[src/rtl/clock_pkg.sv]
// Shared types and default constants for the 7-segment chain serializer.
package clock_pkg;

  typedef enum logic [2:0] {
    IDLE     = 3'd0,
    LOAD     = 3'd1,
    SHIFT_LO = 3'd2,
    SHIFT_HI = 3'd3,
    LATCH    = 3'd4,
    DONE     = 3'd5
  } state_t;

  localparam int unsigned DEF_NUM_DIGITS   = 6;
  localparam int unsigned DEF_SEG_BITS     = 8;
  localparam int unsigned DEF_CLK_DIV      = 4;
  localparam int unsigned DEF_LATCH_CYCLES = 2;

  // Registered serializer outputs, updated together each cycle.
  typedef struct packed {
    logic serial_data;
    logic serial_clk;
    logic serial_latch;
    logic busy;
    logic done;
  } ser_out_t;

  function automatic int unsigned max_u(input int unsigned a, input int unsigned b);
    return (a > b) ? a : b;
  endfunction

endpackage

[src/rtl/seg7_chain_serializer_if.sv]
// Control, pattern and serial-output bundle of the 7-segment chain serializer.
interface seg7_chain_serializer_if
  import clock_pkg::*;
#(
  parameter int unsigned NUM_DIGITS = DEF_NUM_DIGITS,
  parameter int unsigned SEG_BITS   = DEF_SEG_BITS
);
  logic                           i_en;
  logic                           i_start;
  logic [NUM_DIGITS*SEG_BITS-1:0] i_segments;
  logic [NUM_DIGITS-1:0]          i_blank;
  logic                           i_invert;
  logic                           o_serial_data;
  logic                           o_serial_clk;
  logic                           o_serial_latch;
  logic                           o_busy;
  logic                           o_done;

  modport master (
    output i_en, i_start, i_segments, i_blank, i_invert,
    input  o_serial_data, o_serial_clk, o_serial_latch, o_busy, o_done
  );

  modport slave (
    input  i_en, i_start, i_segments, i_blank, i_invert,
    output o_serial_data, o_serial_clk, o_serial_latch, o_busy, o_done
  );
endinterface

[src/rtl/seg7_tick_gen.sv]
// Loadable, enable-gated down-counter; tc_c flags terminal count (zero).
module seg7_tick_gen #(
  parameter int unsigned WIDTH = 3
) (
  input  logic             clk,
  input  logic             reset,
  input  logic             en,
  input  logic             load,
  input  logic [WIDTH-1:0] load_value,
  output logic             tc_c
);
  logic [WIDTH-1:0] count;

  always_ff @(posedge clk) begin
    if (reset) begin
      count <= '0;
    end else if (en) begin
      if (load) begin
        count <= load_value;
      end else if (count != '0) begin
        count <= count - WIDTH'(1);
      end
    end
  end

  assign tc_c = (count == '0);
endmodule

[src/rtl/seg7_chain_serializer.sv]
// Serializes per-digit segment patterns MSB first into an external shift-register
// chain, then pulses the storage latch.
module seg7_chain_serializer
  import clock_pkg::*;
#(
  parameter int unsigned NUM_DIGITS   = DEF_NUM_DIGITS,
  parameter int unsigned SEG_BITS     = DEF_SEG_BITS,
  parameter int unsigned CLK_DIV      = DEF_CLK_DIV,
  parameter int unsigned LATCH_CYCLES = DEF_LATCH_CYCLES
) (
  input logic              i_clk,
  input logic              i_reset,
  seg7_chain_serializer_if.slave bus
);
  localparam int unsigned TOTAL    = NUM_DIGITS * SEG_BITS;
  localparam int unsigned BIT_W    = $clog2(TOTAL + 1);
  localparam int unsigned TICK_MAX = max_u(CLK_DIV, LATCH_CYCLES);
  localparam int unsigned TICK_W   = $clog2(TICK_MAX + 1);

  state_t              state, state_d;
  logic [TOTAL-1:0]    shreg, shreg_d, masked, frame;
  logic [BIT_W-1:0]    bit_cnt, bit_cnt_d;
  logic                tick_load, tick_tc;
  logic [TICK_W-1:0]   tick_value;
  logic                shifting;
  ser_out_t            out_q, out_d;

  // Blanked digits are zeroed before the polarity inversion.
  for (genvar k = 0; k < NUM_DIGITS; k++) begin : g_digit
    assign masked[k*SEG_BITS +: SEG_BITS] =
      bus.i_blank[k] ? '0 : bus.i_segments[k*SEG_BITS +: SEG_BITS];
  end
  assign frame = masked ^ {TOTAL{bus.i_invert}};

  seg7_tick_gen #(.WIDTH(TICK_W)) u_tick (
    .clk        (i_clk),
    .reset      (i_reset),
    .en         (bus.i_en),
    .load       (tick_load),
    .load_value (tick_value),
    .tc_c       (tick_tc)
  );

  // Next-state, datapath and output decode; i_en low holds everything.
  always_comb begin
    state_d    = state;
    shreg_d    = shreg;
    bit_cnt_d  = bit_cnt;
    tick_load  = 1'b0;
    tick_value = '0;
    out_d      = '0;
    if (bus.i_en) begin
      case (state)
        IDLE: begin
          if (bus.i_start) state_d = LOAD;
        end
        LOAD: begin
          shreg_d    = frame;
          bit_cnt_d  = BIT_W'(TOTAL);
          tick_load  = 1'b1;
          tick_value = TICK_W'(CLK_DIV - 1);
          state_d    = SHIFT_LO;
        end
        SHIFT_LO: begin
          if (tick_tc) begin
            tick_load  = 1'b1;
            tick_value = TICK_W'(CLK_DIV - 1);
            state_d    = SHIFT_HI;
          end
        end
        SHIFT_HI: begin
          if (tick_tc) begin
            shreg_d   = shreg << 1;
            bit_cnt_d = bit_cnt - BIT_W'(1);
            tick_load = 1'b1;
            if (bit_cnt == BIT_W'(1)) begin
              tick_value = TICK_W'(LATCH_CYCLES - 1);
              state_d    = LATCH;
            end else begin
              tick_value = TICK_W'(CLK_DIV - 1);
              state_d    = SHIFT_LO;
            end
          end
        end
        LATCH: begin
          if (tick_tc) state_d = DONE;
        end
        DONE: begin
          state_d = IDLE;
        end
        default: begin
          state_d = IDLE;
        end
      endcase
    end
    shifting           = (state_d == SHIFT_LO) || (state_d == SHIFT_HI);
    out_d.serial_data  = shifting && shreg_d[TOTAL-1];
    out_d.serial_clk   = (state_d == SHIFT_HI);
    out_d.serial_latch = (state_d == LATCH);
    out_d.busy         = (state_d != IDLE);
    out_d.done         = (state_d == DONE);
  end

  always_ff @(posedge i_clk) begin
    if (i_reset) begin
      state   <= IDLE;
      shreg   <= '0;
      bit_cnt <= '0;
      out_q   <= '0;
    end else begin
      state   <= state_d;
      shreg   <= shreg_d;
      bit_cnt <= bit_cnt_d;
      out_q   <= out_d;
    end
  end

  assign bus.o_serial_data  = out_q.serial_data;
  assign bus.o_serial_clk   = out_q.serial_clk;
  assign bus.o_serial_latch = out_q.serial_latch;
  assign bus.o_busy         = out_q.busy;
  assign bus.o_done         = out_q.done;
endmodule

[src/flat_wrapper.sv]
// flat-port wrapper written by rule: the top's interface ports become plain ports
module seg7_chain_serializer_flat import clock_pkg::*;
#(
  parameter int unsigned NUM_DIGITS   = DEF_NUM_DIGITS,
  parameter int unsigned SEG_BITS     = DEF_SEG_BITS,
  parameter int unsigned CLK_DIV      = DEF_CLK_DIV,
  parameter int unsigned LATCH_CYCLES = DEF_LATCH_CYCLES
)
  (i_clk, i_reset, bus_i_en, bus_i_start, bus_i_segments, bus_i_blank, bus_i_invert, bus_o_serial_data, bus_o_serial_clk, bus_o_serial_latch, bus_o_busy, bus_o_done);
  seg7_chain_serializer_if #(.NUM_DIGITS(NUM_DIGITS), .SEG_BITS(SEG_BITS)) bus_i ();
  input logic i_clk;
  input logic i_reset;
  input wire logic [$bits(bus_i.i_en)-1:0] bus_i_en;
  input wire logic [$bits(bus_i.i_start)-1:0] bus_i_start;
  input wire logic [$bits(bus_i.i_segments)-1:0] bus_i_segments;
  input wire logic [$bits(bus_i.i_blank)-1:0] bus_i_blank;
  input wire logic [$bits(bus_i.i_invert)-1:0] bus_i_invert;
  output wire logic [$bits(bus_i.o_serial_data)-1:0] bus_o_serial_data;
  output wire logic [$bits(bus_i.o_serial_clk)-1:0] bus_o_serial_clk;
  output wire logic [$bits(bus_i.o_serial_latch)-1:0] bus_o_serial_latch;
  output wire logic [$bits(bus_i.o_busy)-1:0] bus_o_busy;
  output wire logic [$bits(bus_i.o_done)-1:0] bus_o_done;
  assign bus_i.i_en = bus_i_en;
  assign bus_i.i_start = bus_i_start;
  assign bus_i.i_segments = bus_i_segments;
  assign bus_i.i_blank = bus_i_blank;
  assign bus_i.i_invert = bus_i_invert;
  assign bus_o_serial_data = bus_i.o_serial_data;
  assign bus_o_serial_clk = bus_i.o_serial_clk;
  assign bus_o_serial_latch = bus_i.o_serial_latch;
  assign bus_o_busy = bus_i.o_busy;
  assign bus_o_done = bus_i.o_done;
  seg7_chain_serializer #(.NUM_DIGITS(NUM_DIGITS), .SEG_BITS(SEG_BITS), .CLK_DIV(CLK_DIV), .LATCH_CYCLES(LATCH_CYCLES)) u_core (.i_clk(i_clk), .i_reset(i_reset), .bus(bus_i));
endmodule
[config.mk]
export PLATFORM = sky130hd
export DESIGN_NAME = seg7_chain_serializer_flat
export DESIGN_NICKNAME = d
export VERILOG_FILES = /design/src/rtl/clock_pkg.sv /design/src/rtl/seg7_chain_serializer_if.sv /design/src/rtl/seg7_tick_gen.sv /design/src/rtl/seg7_chain_serializer.sv /design/src/flat_wrapper.sv
export SDC_FILE = /design/constraint.sdc
export NUM_CORES = 1
export LEC_CHECK = 0
export CAP_MARGIN = 20
export CORE_AREA = 2 2 60 118
export CTS_CLUSTER_DIAMETER = 50
export CTS_CLUSTER_SIZE = 25
export DETAILED_ROUTE_END_ITERATION = 6
export DIE_AREA = 0 0 62 120
export GPL_TIMING_DRIVEN = 0
export HOLD_SLACK_MARGIN = 0.15
export PLACE_DENSITY = 0.83
export SLEW_MARGIN = 20
export SYNTH_ARGS = -nofsm -noshare
export SYNTH_HDL_FRONTEND = slang
export SYNTH_SLANG_ARGS = --single-unit
export TNS_END_PERCENT = 10
[constraint.sdc]
create_clock -name i_clk -period 5.4 [get_ports i_clk]
set_clock_uncertainty 0.1 [all_clocks]
set_input_delay 1.08 -clock i_clk [delete_from_list [all_inputs] [get_ports i_clk]]
set_output_delay 1.08 -clock i_clk [all_outputs]
set_load 0.005 [all_outputs]
Word level (Yosys, flattened, before mapping)
Cells that the tools add are included.

storage, ports and cells
  register bits after elaboration = 65
  bits of input ports = 59
  output and inout port bits = 5
  word-level logic and storage cells = 61

operators by class
  $add $sub $neg = 2
  equality and inequality tests = 10
  multiplexer cells = 27
  bitwise operators = 1
  reduce and logical (&&, ||, !) cells = 11

operators by type and width
  operator                                          count
  2-to-1 mux 48 bit                                 2
  one-hot mux 48 bit (2 select lines)               1
  2-to-1 mux 8 bit                                  6
  bitwise XOR 48 bit                                1
  2-to-1 mux 3 bit                                  9
  one-hot mux 3 bit (5 select lines)                1
  == test 3 x 2 -> 1 bit, second input constant     4
  one-hot mux 6 bit (2 select lines)                1
  == test 3 bit, second input constant              3
  one-hot mux 3 bit (3 select lines)                1
  == test 6 x 1 -> 1 bit, second input constant     1
  zero test 3 bit                                   2
  2-to-1 mux 6 bit                                  1
  nonzero test 3 bit                                2
  subtractor 6 x 1 -> 6 bit, second input constant  1
  2-to-1 mux 2 bit                                  2
  nonzero test 2 bit                                2
  == test 3 x 1 -> 1 bit, second input constant     1
  AND reduction 3 bit                               1
  subtractor 3 x 1 -> 3 bit, second input constant  1
  2-to-1 mux 1 bit                                  2
  != test 2 x 1 -> 1 bit, second input constant     1
  one-hot mux 1 bit (2 select lines)                1
  AND reduction 2 bit                               1
  other kinds (3)                                   3

Depth between registers and ports, before layout
  word-level depth = 8
  depth in mapped cells = 9
  gate-level depth less buffers = 6

Hierarchy
Synthesis repeated with hierarchy kept, for this count alone.

second synthesis, totals
  cells, all modules = 441
  area total of the unflattened synthesis = 3779.9 µm²

modules (own cells, without submodules)
  module                 times used  cells each  area an instance (µm²)  seq. area each (µm²)
  seg7_chain_serializer  1           417         3574.7                  1241.2
  seg7_tick_gen          1           24          205.2                   60.1

Worst setup path after synthesis
No wires, ideal clock.

  path type = input to register
  start point = in bus_i_en
  end point = reg u_core.bit_cnt[3]
  setup time = 71 ps
  arrival = 2223 ps
  required time = 5229 ps
  slack = 3006 ps
  cell stages on the path = 6
  path buffers = 2
  cell sequence = buf_2 -> nand3b_4 -> a21o_1 -> buf_6 -> or4_1 -> a21oi_1

on the way
  word-level cells in the longest chain between the ends = 1

RTL lines
  what                           line                          source
  from (decl)                    flat_wrapper.sv:13            input wire logic [$bits(bus_i.i_en)-1:0] bus_i_en;
  AND reduction 3 bit (no line)  --
  to (signal assigned)           seg7_chain_serializer.sv:113  bit_cnt <= bit_cnt_d;
  to (decl)                      seg7_chain_serializer.sv:22   logic [BIT_W-1:0] bit_cnt, bit_cnt_d;

No other way between the ends.
A chain may end at the register's enable or synchronous reset.

Worst setup path in the final report
  start point = in bus_i_blank[5]
  end point = reg u_core.shreg[46]

on the way
  word-level cells in the longest chain between the ends = 3

RTL lines
  what                                 line                          source
  from (decl)                          flat_wrapper.sv:16            input wire logic [$bits(bus_i.i_blank)-1:0] bus_i_blank;
  2-to-1 mux 8 bit                     seg7_chain_serializer.sv:31   bus.i_blank[k] ? '0 : bus.i_segments[k*SEG_BITS +: SEG_BITS];
  bitwise XOR 48 bit                   seg7_chain_serializer.sv:33   assign frame = masked ^ {TOTAL{bus.i_invert}};
  one-hot mux 48 bit (2 select lines)  seg7_chain_serializer.sv:53   case (state)
  to (signal assigned)                 seg7_chain_serializer.sv:112  shreg <= shreg_d;
  to (decl)                            seg7_chain_serializer.sv:21   logic [TOTAL-1:0] shreg, shreg_d, masked, frame;

No other way between the ends.

==> flow_summary.ini <==
[outcome]
status = complete, no violations

[synthesis]
synthMostInstantiatedCell = dfxtp_1
synth_flop_cell = dfxtp_1
yosysWarnings = 0
synth_top_area_share = 0.3614
yosys-top-cells-area = dfxtp_1, xnor2_1, a221oi_1
synth_area_per_cell_sq_um = 8.374
ys_ff_latch = 65
seq_area_frac_synth = 0.3614
async_reset_ff_frac = 0
yosys.area.top_type = dfxtp_1
syn_nets = 493
synth-edff-count = 0
ys_types = 40
syn_inst = 430
netlist_area_sq_mm = 0.003601
synth_commonest_cells = dfxtp_1, nor2_1, nand2b_1

[die]
start_util = 0.5482
pin_count = 64
die-area_sq_mm = 0.007440
die_height_um = 120
rows = 42
die_w_um = 62
core_area_sq_mm = 0.006569

[grt]
antenna_found_initial = 0
grt_remaining_overflow = 0
grt_max_degree = 13
grt_pass1_wl_um = 15040
grt_pass1_vias = 3538
track_usage = 0.2634

[cells_and_area]
n_antenna_cell = 0
area_delta_synth_final_pct = 30.19
drive_above_1_share = 0.08103
fillers = 502
nets = 564

[pwr]
seqPwrFrac = 0.345
switching_share = 0.2443
leakagePower_nw = 1.732
internal_power_mw = 1.151
finalPower_mw = 1.523
pwr-share-clk = 0.482
power_density_mw_per_mm2 = 324.9
p_sw_uw = 372.0
power_frac_comb = 0.172
irDropWorstVdd_v = 0.0002019

[routing]
routed_wl_um = 8854
routedWlPerCell_um = 14.91
antenna_left = 0
vias = 3406
drtIter0Drc = 176
drc_errors = 0
drtPass1Iterations = 5
routed_via_density = 5.734

[clock_tree]
cts_tree = built
cts.clk_slew.worst_paths_ps = 60
post_cts_buffers = 0
numCtsBuffers = 9
cts-root-buf = clkbuf_16
cts_resized = 0
clkLatencyLatePin_ps = 330
clk_path_buf_depth = 2
cts.sinks = 65
cts_max_level = 3
cts-hold-fix-buffers = 0

[setup_path]
endpoint = u_core.shreg[46]
ff2ff_path_depth = 9
crit_fanout = 8
r2r-start = u_core.u_tick.count[0]
cp-end-kind = flop
r2r_end = u_core.shreg[14]
cp.arrival_ps = 2430
cp-startpoint = bus_i_blank[5]
startpoint_type = input port
crit_type = in2reg
rrSetupSlack_ps = 3340
required_ps = 5500

[worst_hold_path]
hold_class = reg2reg

[placement]
gp_congestion = 0.8501
io_buffers = 60
post-dp-hpwl_um = 6361

[timing]
fin_crit_sh = 0.4315
worstMarginPinSlew_ps = 603.7
max_slew_margin = 0.5939
final_max_slew_viol_count = 0
hold_violations = 0
setup_viol = 0
fin_crit_ps = 2330
rsz0062_at_grt = false
fmax_mhz = 429.2
setup_tns_ps = 0

[job]
maxCapViolCount = 0
[how the worst min path moves through the flow]
stage	from	endpoint	slack (ps)	cells past startpoint
CTS	u_core.shreg[0]	u_core.shreg[0]	360	2
finish	u_core.shreg[0]	u_core.shreg[0]	360	2
global placement	u_core.shreg[0]	u_core.shreg[0]	340	2
detailed placement	u_core.shreg[0]	u_core.shreg[0]	350	2
global route	u_core.shreg[0]	u_core.shreg[0]	370	2
floorplan	u_core.shreg[0]	u_core.shreg[0]	330	2
[sequential cells by signal (all words and copies together), names as in the netlist]
register and cells:
u_core.bus.o_busy 1, u_core.u_tick.count 3, u_core.bus.o_done 1, u_core.bus.o_serial_latch 1, u_core.bus.o_serial_data 1, u_core.bit_cnt 6, u_core.shreg 48, u_core.bus.o_serial_clk 1
u_core.state 3
[per-layer routing]
layer  global-route usage  wire (um)
met1               0.2638       3239
met2               0.4753       5084
met3              0.05496        292
met5                    0          0
met4               0.1290        238
[kinds of logic after synthesis]
| logic type | after synthesis | synth area share |
|---|---|---|
| simple gates | 184 | 0.2714 |
| compound gates | 84 | 0.1783 |
| flops | 65 | 0.3614 |
| xor+xnor | 48 | 0.1167 |
| buf+inv | 45 | 0.05838 |
| fa+ha+maj | 4 | 0.01390 |
[power groups by stage]
stage               sequential, mW  combinational [mW]  clock [mW]
floorplan                    0.531               0.177           0
global placement             0.534               0.253           0
detailed placement           0.535               0.261           0
CTS                          0.525               0.263       0.734
global route                 0.529               0.292       0.752
finish                       0.526               0.263       0.735
[per-stage QoR]
stage	std cells	area [sq um]	hold WS [ps]	setup slack [ps]	utilization
floorplan	430	3601	332.0	3006	-
global placement	578	4312	343.6	2784	0.6564
detailed placement	578	4312	353.3	2764	0.6564
CTS	594	4688	359.4	3044	0.7137
global route	594	4688	373.6	2942	0.7137
finish	594	4688	363.4	3070	0.7137
[critical path, cell delays in order]
cell	delay, ps
clkdlybuf4s50_1	490
nand2b_1	220
xnor2_1	130
a221oi_1	420
a211oi_1	90
[area by class of cell]
class,count,area [sq um],share of cell area
Multi-Input combinational cell,320,2090,0.4457
Sequential cell,65,1301,0.2776
Timing Repair Buffer,60,600.6,0.1281
Clock buffer,10,239.0,0.05097
Buffer,37,180.2,0.03843
Clock inverter,6,137.6,0.02936
Tap cell,88,110.1,0.02349
Inverter,8,30.03,0.006405
[layout by cell type (no fill, tap or decap), types with 3 or more instances in the layout]
master / netlist / final
ha_1: 4 / 4
nand3_1: 5 / 5
o21bai_1: 3 / 3
bufinv_16: 0 / 4
clkdlybuf4s50_1: 0 / 60
a31oi_1: 4 / 4
nand2_1: 6 / 6
nand2b_1: 50 / 50
nor2b_1: 5 / 5
o21ai_0: 7 / 7
xnor2_1: 48 / 48
nor2_1: 51 / 51
and2_1: 4 / 4
clkbuf_1: 16 / 16
a21oi_1: 13 / 13
dfxtp_1: 65 / 65
buf_2: 18 / 18
a221oi_1: 46 / 46
clkbuf_16: 0 / 9
nor3_1: 48 / 48
inv_1: 8 / 8
and3_1: 3 / 3
(Power assumes the default switching activity.)
